`config.mk`:
```
export PLATFORM = sky130hd
export DESIGN_NAME = keypad_entry_receiver_flat
export DESIGN_NICKNAME = d
export VERILOG_FILES = /design/src/rtl/keypad_entry_receiver_if.sv /design/src/rtl/keypad_entry_receiver.sv /design/src/flat_wrapper.sv
export SDC_FILE = /design/constraint.sdc
export NUM_CORES = 1
export LEC_CHECK = 0
export BUFFER_PORTS_ARGS = -buffer_cell sky130_fd_sc_hd__buf_4
export CAP_MARGIN = 20
export CORE_MARGIN = 10
export CORE_UTILIZATION = 50
export DETAILED_ROUTE_END_ITERATION = 8
export PLACE_DENSITY = 0.76
export SLEW_MARGIN = 20
export SYNTH_ARGS = -nofsm -noshare
export SYNTH_HDL_FRONTEND = slang
export SYNTH_SLANG_ARGS = --single-unit
```
`constraint.sdc`:
```
create_clock -name clock -period 3.65 [get_ports clock]
set_clock_uncertainty 0.05 [all_clocks]
set_input_delay 0 -clock clock [delete_from_list [all_inputs] [get_ports clock]]
set_output_delay 0 -clock clock [all_outputs]
set_load 0.01 [all_outputs]
```
`src/rtl/keypad_entry_receiver_if.sv`:
```
// Digit/strobe, control and preset-handshake signals between the keypad
// encoder, the entry receiver and the timer preset path.
interface keypad_entry_receiver_if;
  logic [3:0] D;
  logic       loadn;
  logic       mag_on;
  logic       commit;
  logic       cancel;
  logic       preset_ack;
  logic [3:0] entry_mins;
  logic [3:0] entry_sec_tens;
  logic [3:0] entry_sec_ones;
  logic [1:0] digit_count;
  logic       preset_req;
  logic       entry_err;

  modport master (
    output D, loadn, mag_on, commit, cancel, preset_ack,
    input  entry_mins, entry_sec_tens, entry_sec_ones, digit_count, preset_req, entry_err
  );

  modport slave (
    input  D, loadn, mag_on, commit, cancel, preset_ack,
    output entry_mins, entry_sec_tens, entry_sec_ones, digit_count, preset_req, entry_err
  );
endinterface

```
`src/rtl/keypad_entry_receiver.sv`:
```
// Keypad entry receiver: synchronizes encoder strobes, shifts BCD digits into a
// mins:sec_tens:sec_ones entry and presets the timer via req/ack.
// Optional macro AUTO_NORMALIZE_EN: commit normalizes sec_tens overflow into minutes.
module keypad_entry_receiver #(
  parameter int         SYNC_STAGES  = 2,
  parameter logic [3:0] MAX_SEC_TENS = 4'd5
) (
  input logic                   clock,
  input logic                   clearn,
  keypad_entry_receiver_if.slave bus
);

  typedef enum logic [1:0] {
    ST_IDLE  = 2'd0,
    ST_ENTRY = 2'd1,
    ST_REQ   = 2'd2
  } state_t;

  state_t                 state_r;
  logic [SYNC_STAGES-1:0] loadn_sync_r;
  logic [3:0]             d_sync_r [SYNC_STAGES];
  logic                   loadn_prev_r;
  logic [3:0]             mins_r;
  logic [3:0]             tens_r;
  logic [3:0]             ones_r;
  logic [1:0]             count_r;
  logic                   preset_req_r;
  logic                   entry_err_r;

  logic       strobe_s;
  logic [3:0] d_s;
  logic       open_s;
  logic       dig_evt_s;
  logic       dig_ok_s;
  logic       dig_err_s;
  logic       commit_s;
  logic       has_entry_s;
  logic       commit_ok_s;
  logic       commit_err_s;
  logic       err_s;
  logic [3:0] sh_mins_s;
  logic [3:0] sh_tens_s;
  logic [3:0] sh_ones_s;
  logic [1:0] sh_count_s;
  logic [3:0] fin_mins_s;
  logic [3:0] fin_tens_s;
  logic [3:0] fin_ones_s;

  // Synchronizer chains for the asynchronous strobe and its digit.
  always_ff @(posedge clock or negedge clearn) begin
    if (!clearn) begin
      loadn_sync_r <= '1;
      loadn_prev_r <= 1'b1;
      for (int i = 0; i < SYNC_STAGES; i++) begin
        d_sync_r[i] <= 4'd0;
      end
    end else begin
      loadn_sync_r <= {loadn_sync_r[SYNC_STAGES-2:0], bus.loadn};
      loadn_prev_r <= loadn_sync_r[SYNC_STAGES-1];
      d_sync_r[0]  <= bus.D;
      for (int i = 1; i < SYNC_STAGES; i++) begin
        d_sync_r[i] <= d_sync_r[i-1];
      end
    end
  end

  assign strobe_s = loadn_prev_r & ~loadn_sync_r[SYNC_STAGES-1];
  assign d_s      = d_sync_r[SYNC_STAGES-1];

  // Next-entry decode: shift first, then judge commit on the shifted value.
  always_comb begin
    open_s      = (state_r == ST_IDLE) || (state_r == ST_ENTRY);
    dig_evt_s   = strobe_s && open_s && !bus.mag_on && !bus.cancel;
    dig_ok_s    = dig_evt_s && (d_s <= 4'd9) && (count_r != 2'd3);
    dig_err_s   = dig_evt_s && !dig_ok_s;
    if (dig_ok_s) begin
      sh_mins_s  = tens_r;
      sh_tens_s  = ones_r;
      sh_ones_s  = d_s;
      sh_count_s = count_r + 2'd1;
    end else begin
      sh_mins_s  = mins_r;
      sh_tens_s  = tens_r;
      sh_ones_s  = ones_r;
      sh_count_s = count_r;
    end
    commit_s    = bus.commit && open_s && !bus.cancel;
    has_entry_s = (state_r == ST_ENTRY) || dig_ok_s;
    fin_mins_s  = sh_mins_s;
    fin_tens_s  = sh_tens_s;
    fin_ones_s  = sh_ones_s;
    if (commit_s && has_entry_s) begin
      if (sh_tens_s <= MAX_SEC_TENS) begin
        commit_ok_s = 1'b1;
      end else begin
`ifdef AUTO_NORMALIZE_EN
        // Taking 60 s off S only touches the tens digit; mins carries one.
        if ((sh_tens_s >= 4'd6) && (sh_mins_s < 4'd9)) begin
          commit_ok_s = 1'b1;
          fin_mins_s  = sh_mins_s + 4'd1;
          fin_tens_s  = sh_tens_s - 4'd6;
        end else begin
          commit_ok_s = 1'b0;
        end
`else
        commit_ok_s = 1'b0;
`endif
      end
    end else begin
      commit_ok_s = 1'b0;
    end
    commit_err_s = commit_s && !commit_ok_s;
    err_s        = dig_err_s || commit_err_s;
  end

  // Entry FSM with registered entry digits, handshake request and error pulse.
  always_ff @(posedge clock or negedge clearn) begin
    if (!clearn) begin
      state_r      <= ST_IDLE;
      mins_r       <= 4'd0;
      tens_r       <= 4'd0;
      ones_r       <= 4'd0;
      count_r      <= 2'd0;
      preset_req_r <= 1'b0;
      entry_err_r  <= 1'b0;
    end else begin
      entry_err_r <= err_s;
      case (state_r)
        ST_IDLE, ST_ENTRY: begin
          if (bus.cancel) begin
            mins_r  <= 4'd0;
            tens_r  <= 4'd0;
            ones_r  <= 4'd0;
            count_r <= 2'd0;
            state_r <= ST_IDLE;
          end else begin
            mins_r  <= fin_mins_s;
            tens_r  <= fin_tens_s;
            ones_r  <= fin_ones_s;
            count_r <= sh_count_s;
            if (commit_ok_s) begin
              state_r      <= ST_REQ;
              preset_req_r <= 1'b1;
            end else if (has_entry_s) begin
              state_r <= ST_ENTRY;
            end else begin
              state_r <= ST_IDLE;
            end
          end
        end
        ST_REQ: begin
          if (bus.preset_ack) begin
            mins_r       <= 4'd0;
            tens_r       <= 4'd0;
            ones_r       <= 4'd0;
            count_r      <= 2'd0;
            preset_req_r <= 1'b0;
            state_r      <= ST_IDLE;
          end else begin
            state_r <= ST_REQ;
          end
        end
        default: begin
          mins_r       <= 4'd0;
          tens_r       <= 4'd0;
          ones_r       <= 4'd0;
          count_r      <= 2'd0;
          preset_req_r <= 1'b0;
          state_r      <= ST_IDLE;
        end
      endcase
    end
  end

  assign bus.entry_mins     = mins_r;
  assign bus.entry_sec_tens = tens_r;
  assign bus.entry_sec_ones = ones_r;
  assign bus.digit_count    = count_r;
  assign bus.preset_req     = preset_req_r;
  assign bus.entry_err      = entry_err_r;

endmodule

```
`src/flat_wrapper.sv`:
```
// flat-port wrapper written by rule: the top's interface ports become plain ports
module keypad_entry_receiver_flat 
#(
  parameter int         SYNC_STAGES  = 2,
  parameter logic [3:0] MAX_SEC_TENS = 4'd5
)
  (clock, clearn, bus_D, bus_loadn, bus_mag_on, bus_commit, bus_cancel, bus_preset_ack, bus_entry_mins, bus_entry_sec_tens, bus_entry_sec_ones, bus_digit_count, bus_preset_req, bus_entry_err);
  keypad_entry_receiver_if bus_i ();
  input logic clock;
  input logic clearn;
  input wire logic [$bits(bus_i.D)-1:0] bus_D;
  input wire logic [$bits(bus_i.loadn)-1:0] bus_loadn;
  input wire logic [$bits(bus_i.mag_on)-1:0] bus_mag_on;
  input wire logic [$bits(bus_i.commit)-1:0] bus_commit;
  input wire logic [$bits(bus_i.cancel)-1:0] bus_cancel;
  input wire logic [$bits(bus_i.preset_ack)-1:0] bus_preset_ack;
  output wire logic [$bits(bus_i.entry_mins)-1:0] bus_entry_mins;
  output wire logic [$bits(bus_i.entry_sec_tens)-1:0] bus_entry_sec_tens;
  output wire logic [$bits(bus_i.entry_sec_ones)-1:0] bus_entry_sec_ones;
  output wire logic [$bits(bus_i.digit_count)-1:0] bus_digit_count;
  output wire logic [$bits(bus_i.preset_req)-1:0] bus_preset_req;
  output wire logic [$bits(bus_i.entry_err)-1:0] bus_entry_err;
  assign bus_i.D = bus_D;
  assign bus_i.loadn = bus_loadn;
  assign bus_i.mag_on = bus_mag_on;
  assign bus_i.commit = bus_commit;
  assign bus_i.cancel = bus_cancel;
  assign bus_i.preset_ack = bus_preset_ack;
  assign bus_entry_mins = bus_i.entry_mins;
  assign bus_entry_sec_tens = bus_i.entry_sec_tens;
  assign bus_entry_sec_ones = bus_i.entry_sec_ones;
  assign bus_digit_count = bus_i.digit_count;
  assign bus_preset_req = bus_i.preset_req;
  assign bus_entry_err = bus_i.entry_err;
  keypad_entry_receiver #(.SYNC_STAGES(SYNC_STAGES), .MAX_SEC_TENS(MAX_SEC_TENS)) u_core (.clock(clock), .clearn(clearn), .bus(bus_i));
endmodule
```
==> results.cfg, run 1 <==
[synth]
syn_avg_cell_area_sq_um = 14.69
muxShareOfSynthArea = 0.01984
synth_adder_area_share = 0.01167
netlist_area_sq_um = 1072
synth_cells = 73
synth-seq-cells = 29
syn_nets = 85
synth_compound_area_frac = 0.1657
yosysWarnings = 0
synth-async-reset-ratio = 1.000
synth_xor_area_frac = 0
synthSimpleGateAreaFrac = 0.09685
ys_seq_area_frac = 0.6803
ys.flop_type = dfrtp_1
synth_top_family_by_area = compound AO/OA/AOI/OAI gates
ys_types = 25
synth_edf_count = 0

[placement]
dp_cells = 124
gp_congestion = 0.7902
io_buffers = 26
hpwl_mm = 1.533

[status]
status = completed

[clock_network]
clock_latency_ns = 0.31
cts_setup_buffers = 0
cts-root-buf = clkbuf_4
clk_pin_slew_worst_paths_ns = 0.08
cts_resized = 0
cts-htree-levels = 2
cts_tree = yes
hold_buffers = 10
cts_made_buffers = 5
cts.path.max_buffers = 2
cts_sinks = 29

[finish]
multi_input_area_sq_um = 315.3
areaGrowthSynthToFinish_pct = 33.96
drive_above_1_share = 0.3596
final_cell_count_no_fill = 141
seqCellArea_sq_um = 729.5
final_cell_mix = 27 x buf_4, 26 x dfrtp_1, 13 x a22o_1
fill_cells = 159
final_nets = 126
layout_commonest_cell = buf_4
antennaDiodeCount = 0

[global_route]
antenna_found_initial = 0
overflow = 0
grt_pass1_wl_mm = 3.650
grt_pass1_vias = 755
grt.total_usage = 0.1136
grt_max_degree = 30

[sta]
finalCriticalPeriod_ns = 2.435
setup_viol = 0
hold_viol = 0
fin_crit_sh = 0.6672
timing.fmax_mhz = 410.7
slew_violations = 0
worst_pin_slew_ns = 0.8917
rsz0062_at_grt = no
max_slew_margin = 0.4020
tns_ns = 0

[die]
core_sq_um = 2002
fp.dieW_um = 66.31
dieArea_sq_um = 4397
rows = 16
start_util = 0.5356
io_pins = 27
die_h_um = 66.31

[detailed_routing]
firstDrtPassIters = 4
vias_per_cell = 5.440
detailedRoute.firstIterationViolations = 33
drc = 0
drt-total-wl_mm = 2.164
wl_per_cell_um = 15.35
ant_nets = 0
vias = 767

[setup_path]
cpMaxStageDelayCell = dlygate4sd3_1
path_class = flop to flop
cp_max_fo = 18
crit_path_end_kind = flop
path_cells = or4b_4 > nor4_4 > buf_4 > and3_1 > nor4_1 > dlygate4sd3_1
critPathArrivalTime_ns = 2.58
setup.worst_path.start_class = flop
slowest_delay_ns = 0.57
r2r_setup_slack_ns = 1.21
cp.required_ns = 3.79

[pwr]
cellPowerDensity_nw_per_um2 = 408.4
power.static_leakage_nw = 0.7170
vdd_ir_drop_max_mv = 0.3127

[job]
maxCapViolCount = 0

[worst_hold_path]
min_path_type = primary input to flop
## metrics by stage
| stage | hold WS [ns] | util | setup WS [ns] | cell area (sq um) | power [mW] |
|---|---|---|---|---|---|
| after floorplan | -0.3456 | - | 1.646 | 1072 | 0.3718 |
| final | 0.08103 | 0.7175 | 1.215 | 1436 | 0.5867 |
| after CTS | 0.05469 | 0.7175 | 1.219 | 1436 | 0.5999 |
| after global placement | -0.1156 | 0.6400 | 1.514 | 1281 | 0.3986 |
| after detailed placement | -0.1164 | 0.6400 | 1.453 | 1281 | 0.4010 |
| after global routing | 0.04817 | 0.7175 | 1.083 | 1436 | 0.6228 |
## report_power, final
group	switching [mW]	total (mW)	internal (mW)
registers	0.00774	0.343	0.336
clock network	0.0943	0.185	0.0907
logic	0.0272	0.0583	0.0311
## final cells by class
cell class | instances | area share
timing repair buffer | 37 | 0.2108
sequential | 29 | 0.5078
tap | 27 | 0.02352
multi-input combinational | 41 | 0.2195
clock buffer | 7 | 0.03833
## state kept, by name, indices dropped and copies added, names as in the netlist
register                   flops
u_core.state_r                 2
u_core.loadn_sync_r            2
u_core.bus.preset_req          1
u_core.bus.entry_mins          4
u_core.loadn_prev_r            1
u_core.bus.entry_sec_ones      4
u_core.bus.entry_err           1
u_core.bus.entry_sec_tens      4
u_core.d_sync_r                4
u_core.bus.digit_count         2
u_core.d_s                     4
## cell usage after synthesis, types with 2 or more instances
master	instances	area share
nand2_1	5	0.018
a21o_1	2	0.014
buf_6	2	0.021
dfrtp_1	26	0.61
nor2_1	3	0.011
a21oi_1	2	0.0093
dfstp_2	3	0.074
a22o_1	13	0.11
## metal layers
metal	wire length, um	track usage
met4	0	0.04712
met2	1125	0.1711
met5	0	0
met3	223	0.08475
met1	815	0.1170
## worst max-delay path, delay by kind of cell, from the launching register on
family | cells | cell delay, ns
flip-flops | 1 | 0.48
buffers and inverters | 2 | 0.82
AND/OR/NAND/NOR | 4 | 0.97
## worst paths after layout
| kind | endpoint | start | cells past startpoint |
|---|---|---|---|
| setup / recovery | u_core.state_r[0] | u_core.state_r[1] | 6 |
| hold / removal | u_core.bus.entry_err | bus_commit | 3 |
| setup reg to reg | u_core.state_r[0] | u_core.state_r[1] | 6 |
| hold reg to reg | u_core.d_s[0] | u_core.d_sync_r[4] | 0 |
| max in group asynchronous | u_core.loadn_prev_r | clearn | 2 |
| min in group asynchronous | u_core.bus.entry_sec_tens[3] | clearn | 2 |
## cell families (layout without fill, tap and decap cells)
logic type | Yosys count | after routing
flops | 29 | 29
mux | 2 | 2
fa+ha+maj | 1 | 1
compound gates | 22 | 22
simple gates | 16 | 16
buf+inv | 3 | 44
Power figures use the tool's default switching activity.
==> inputs of run 2 (changes only) <==
--- a/config.mk
+++ b/config.mk
@@ -5,12 +5,13 @@
 export SDC_FILE = /design/constraint.sdc
 export NUM_CORES = 1
 export LEC_CHECK = 0
+export ABC_AREA = 1
 export BUFFER_PORTS_ARGS = -buffer_cell sky130_fd_sc_hd__buf_4
 export CAP_MARGIN = 20
 export CORE_MARGIN = 10
 export CORE_UTILIZATION = 50
 export DETAILED_ROUTE_END_ITERATION = 8
-export PLACE_DENSITY = 0.76
+export PLACE_DENSITY = 0.75
 export SLEW_MARGIN = 20
 export SYNTH_ARGS = -nofsm -noshare
 export SYNTH_HDL_FRONTEND = slang
==> constraint.sdc (replaced) <==
create_clock -name clock -period 2.44 [get_ports clock]
set_clock_uncertainty 0.05 [all_clocks]
set_input_delay 0 -clock clock [delete_from_list [all_inputs] [get_ports clock]]
set_output_delay 0 -clock clock [all_outputs]
set_load 0.01 [all_outputs]
==> results.cfg, run 2 <==
[die]
fp.dieW_um = 67.01
die_h_um = 67.01
rows = 16
io_pins = 27
start_util = 0.5464
core_sq_um = 2022
dieArea_sq_um = 4490

[synth]
synth_most_common_cell = nand2_1
syn_avg_cell_area_sq_um = 10.23
synth_cells = 108
synth_adder_area_share = 0.01133
muxShareOfSynthArea = 0
synth-async-reset-ratio = 1.000
ys_top_cells_by_count = 33 x nand2_1, 26 x dfrtp_1, 12 x inv_1
syn_nets = 120
yosysWarnings = 0
synth_compound_area_frac = 0.07248
synth_edf_count = 0
synthSimpleGateAreaFrac = 0.2016
ys_seq_area_frac = 0.6602
synth_xor_area_frac = 0
synth.area.top_cells = dfrtp_1 59%, nand2_1 11%, dfstp_2 7.1%, o21ai_0 4.5%, inv_1 4.1%
yosysTopAreaCellShare = 0.5889
ys_types = 19
netlist_area_sq_um = 1105
synth-seq-cells = 29
yosys.area.top_type = dfrtp_1
ys.flop_type = dfrtp_1
synth_top_family_by_area = simple AND/OR/NAND/NOR gates

[global_route]
grt_pass1_vias = 861
use_met3 = 0.06856
grt_pass1_wl_mm = 3.732
antenna_found_initial = 0
overflow = 0
busiest_layer = met2
grt_max_degree = 30
grt_use_met1 = 0.1050
grt.total_usage = 0.1092
met2_usage = 0.1860

[pwr]
power.static_leakage_nw = 0.7709
cellPowerDensity_nw_per_um2 = 649.1
switchingPower_uw = 230.6
pwr-share-clk = 0.334
internal_power_uw = 731.8
switching_share = 0.2396
pwr-share-comb = 0.118
pwr-share-seq = 0.547
vdd_ir_drop_max_mv = 0.4316

[sta]
rsz0062_at_grt = no
finalWorstSetupSlack_ns = 0.7007
slew_violations = 0
timing.fmax_mhz = 575.0
setup_viol = 0
hold_viol = 0
tns_ns = 0
max_slew_margin = 0.7233
finalCriticalPeriod_ns = 1.739
fin_crit_sh = 0.7128
worst_pin_slew_ns = 0.4119

[finish]
areaGrowthSynthToFinish_pct = 34.20
finalCoreUtilization = 0.7333
final_cell_mix = 33 x nand2_1, 26 x buf_4, 26 x dfrtp_1
drive_above_1_share = 0.3067
antennaDiodeCount = 0
final_nets = 161
final_cell_count_no_fill = 177
fill_cells = 142
layout_commonest_cell = nand2_1

[placement]
place_ws_ns = 0.7080
io_buffers = 26
dp_cells = 160
gp_congestion = 0.8885
hpwl_mm = 1.646

[detailed_routing]
wl_per_cell_um = 12.68
detailedRoute.firstIterationViolations = 44
drc = 0
ant_nets = 0
drt-total-wl_mm = 2.245
firstDrtPassIters = 4
vias = 841
vias_per_cell = 4.751

[clock_network]
cts_resized = 0
cts-root-buf = clkbuf_4
cts_made_buffers = 5
clock_latency_ns = 0.31
cts-htree-levels = 2
cts_tree = yes
clk_pin_slew_worst_paths_ns = 0.09
cts.path.max_buffers = 2
cts_sinks = 29

[worst_hold_path]
min_path_type = primary input to flop

[setup_path]
cp.required_ns = 2.59
path_class = flop to flop
critPathArrivalTime_ns = 1.89
setup.worst_path.start_class = flop
crit_path_end_kind = flop
cp_max_fo = 13

[status]
status = completed

[job]
maxCapViolCount = 0
run 2: what timing repair did:
item | CTS | global route
hold buffers | 9 | 0
hold endpoints to repair | 40 | 0
setup endpoints to repair | 0 | 0
setup buffers | 0 | 0
run 2: worst paths after layout:
kind | start | to | slack [ns] | cells past startpoint
max in group asynchronous | clearn | u_core.loadn_sync_r[1] | 1.96 | 2
worst max-delay path | u_core.bus.digit_count[0] | u_core.bus.entry_mins[0] | 0.70 | 7
worst max register to register | u_core.bus.digit_count[0] | u_core.bus.entry_mins[0] | 0.70 | 7
min in group asynchronous | clearn | u_core.bus.entry_sec_tens[2] | 0.07 | 2
worst min register to register | u_core.d_sync_r[5] | u_core.d_s[1] | 0.31 | 0
worst min-delay path | bus_mag_on | u_core.bus.entry_err | 0.06 | 6
run 2: layout make-up:
class | count | area (sq um) | area share
inverter | 13 | 48.80 | 0.03291
multi-input combinational | 65 | 315.3 | 0.2127
tap | 27 | 33.78 | 0.02278
sequential | 29 | 729.5 | 0.4920
clock buffer | 7 | 65.06 | 0.04388
timing repair buffer | 35 | 285.3 | 0.1924
clock inverter | 1 | 5.005 | 0.003376
run 2: cells by family after synthesis:
kind of cell / Yosys count
and+or+nand+nor: 49
DFF: 29
AOI/OAI and AO/OA: 15
buffers and inverters: 14
adders and majority gates: 1
run 2: metrics by stage:
step	hold WS [ns]	cell area (sq um)	total power [mW]
floorplan	-0.3456	1105	0.5779
global placement	-0.1177	1323	0.6353
detailed placement	-0.1163	1323	0.6390
CTS	0.04610	1483	0.9750
global route	0.08744	1483	1.008
finish	0.06418	1483	0.9624
run 2: routing by layer:
layer,wire length [um],vias to the layer above
met5,0,-
met4,29,0
met3,208,4
met2,1079,28
met1,927,387
li1,-,422
run 2: critical path: stages (launching register included):
cell and delay (ns):
dfrtp_1 0.42, ha_1 0.22, nor2_2 0.22, nand2_4 0.15, a21oi_2 0.22, inv_1 0.16, nand2_1 0.10, o21ai_0 0.08
run 2: power by group through the flow:
stage	clock network [mW]	registers [mW]	logic, mW
4_1_cts	0.332	0.527	0.116
6_report	0.322	0.527	0.114
3_5_place_dp	0	0.535	0.104
3_3_place_gp	0	0.533	0.102
2_1_floorplan	0	0.541	0.0367
5_1_grt	0.350	0.530	0.128
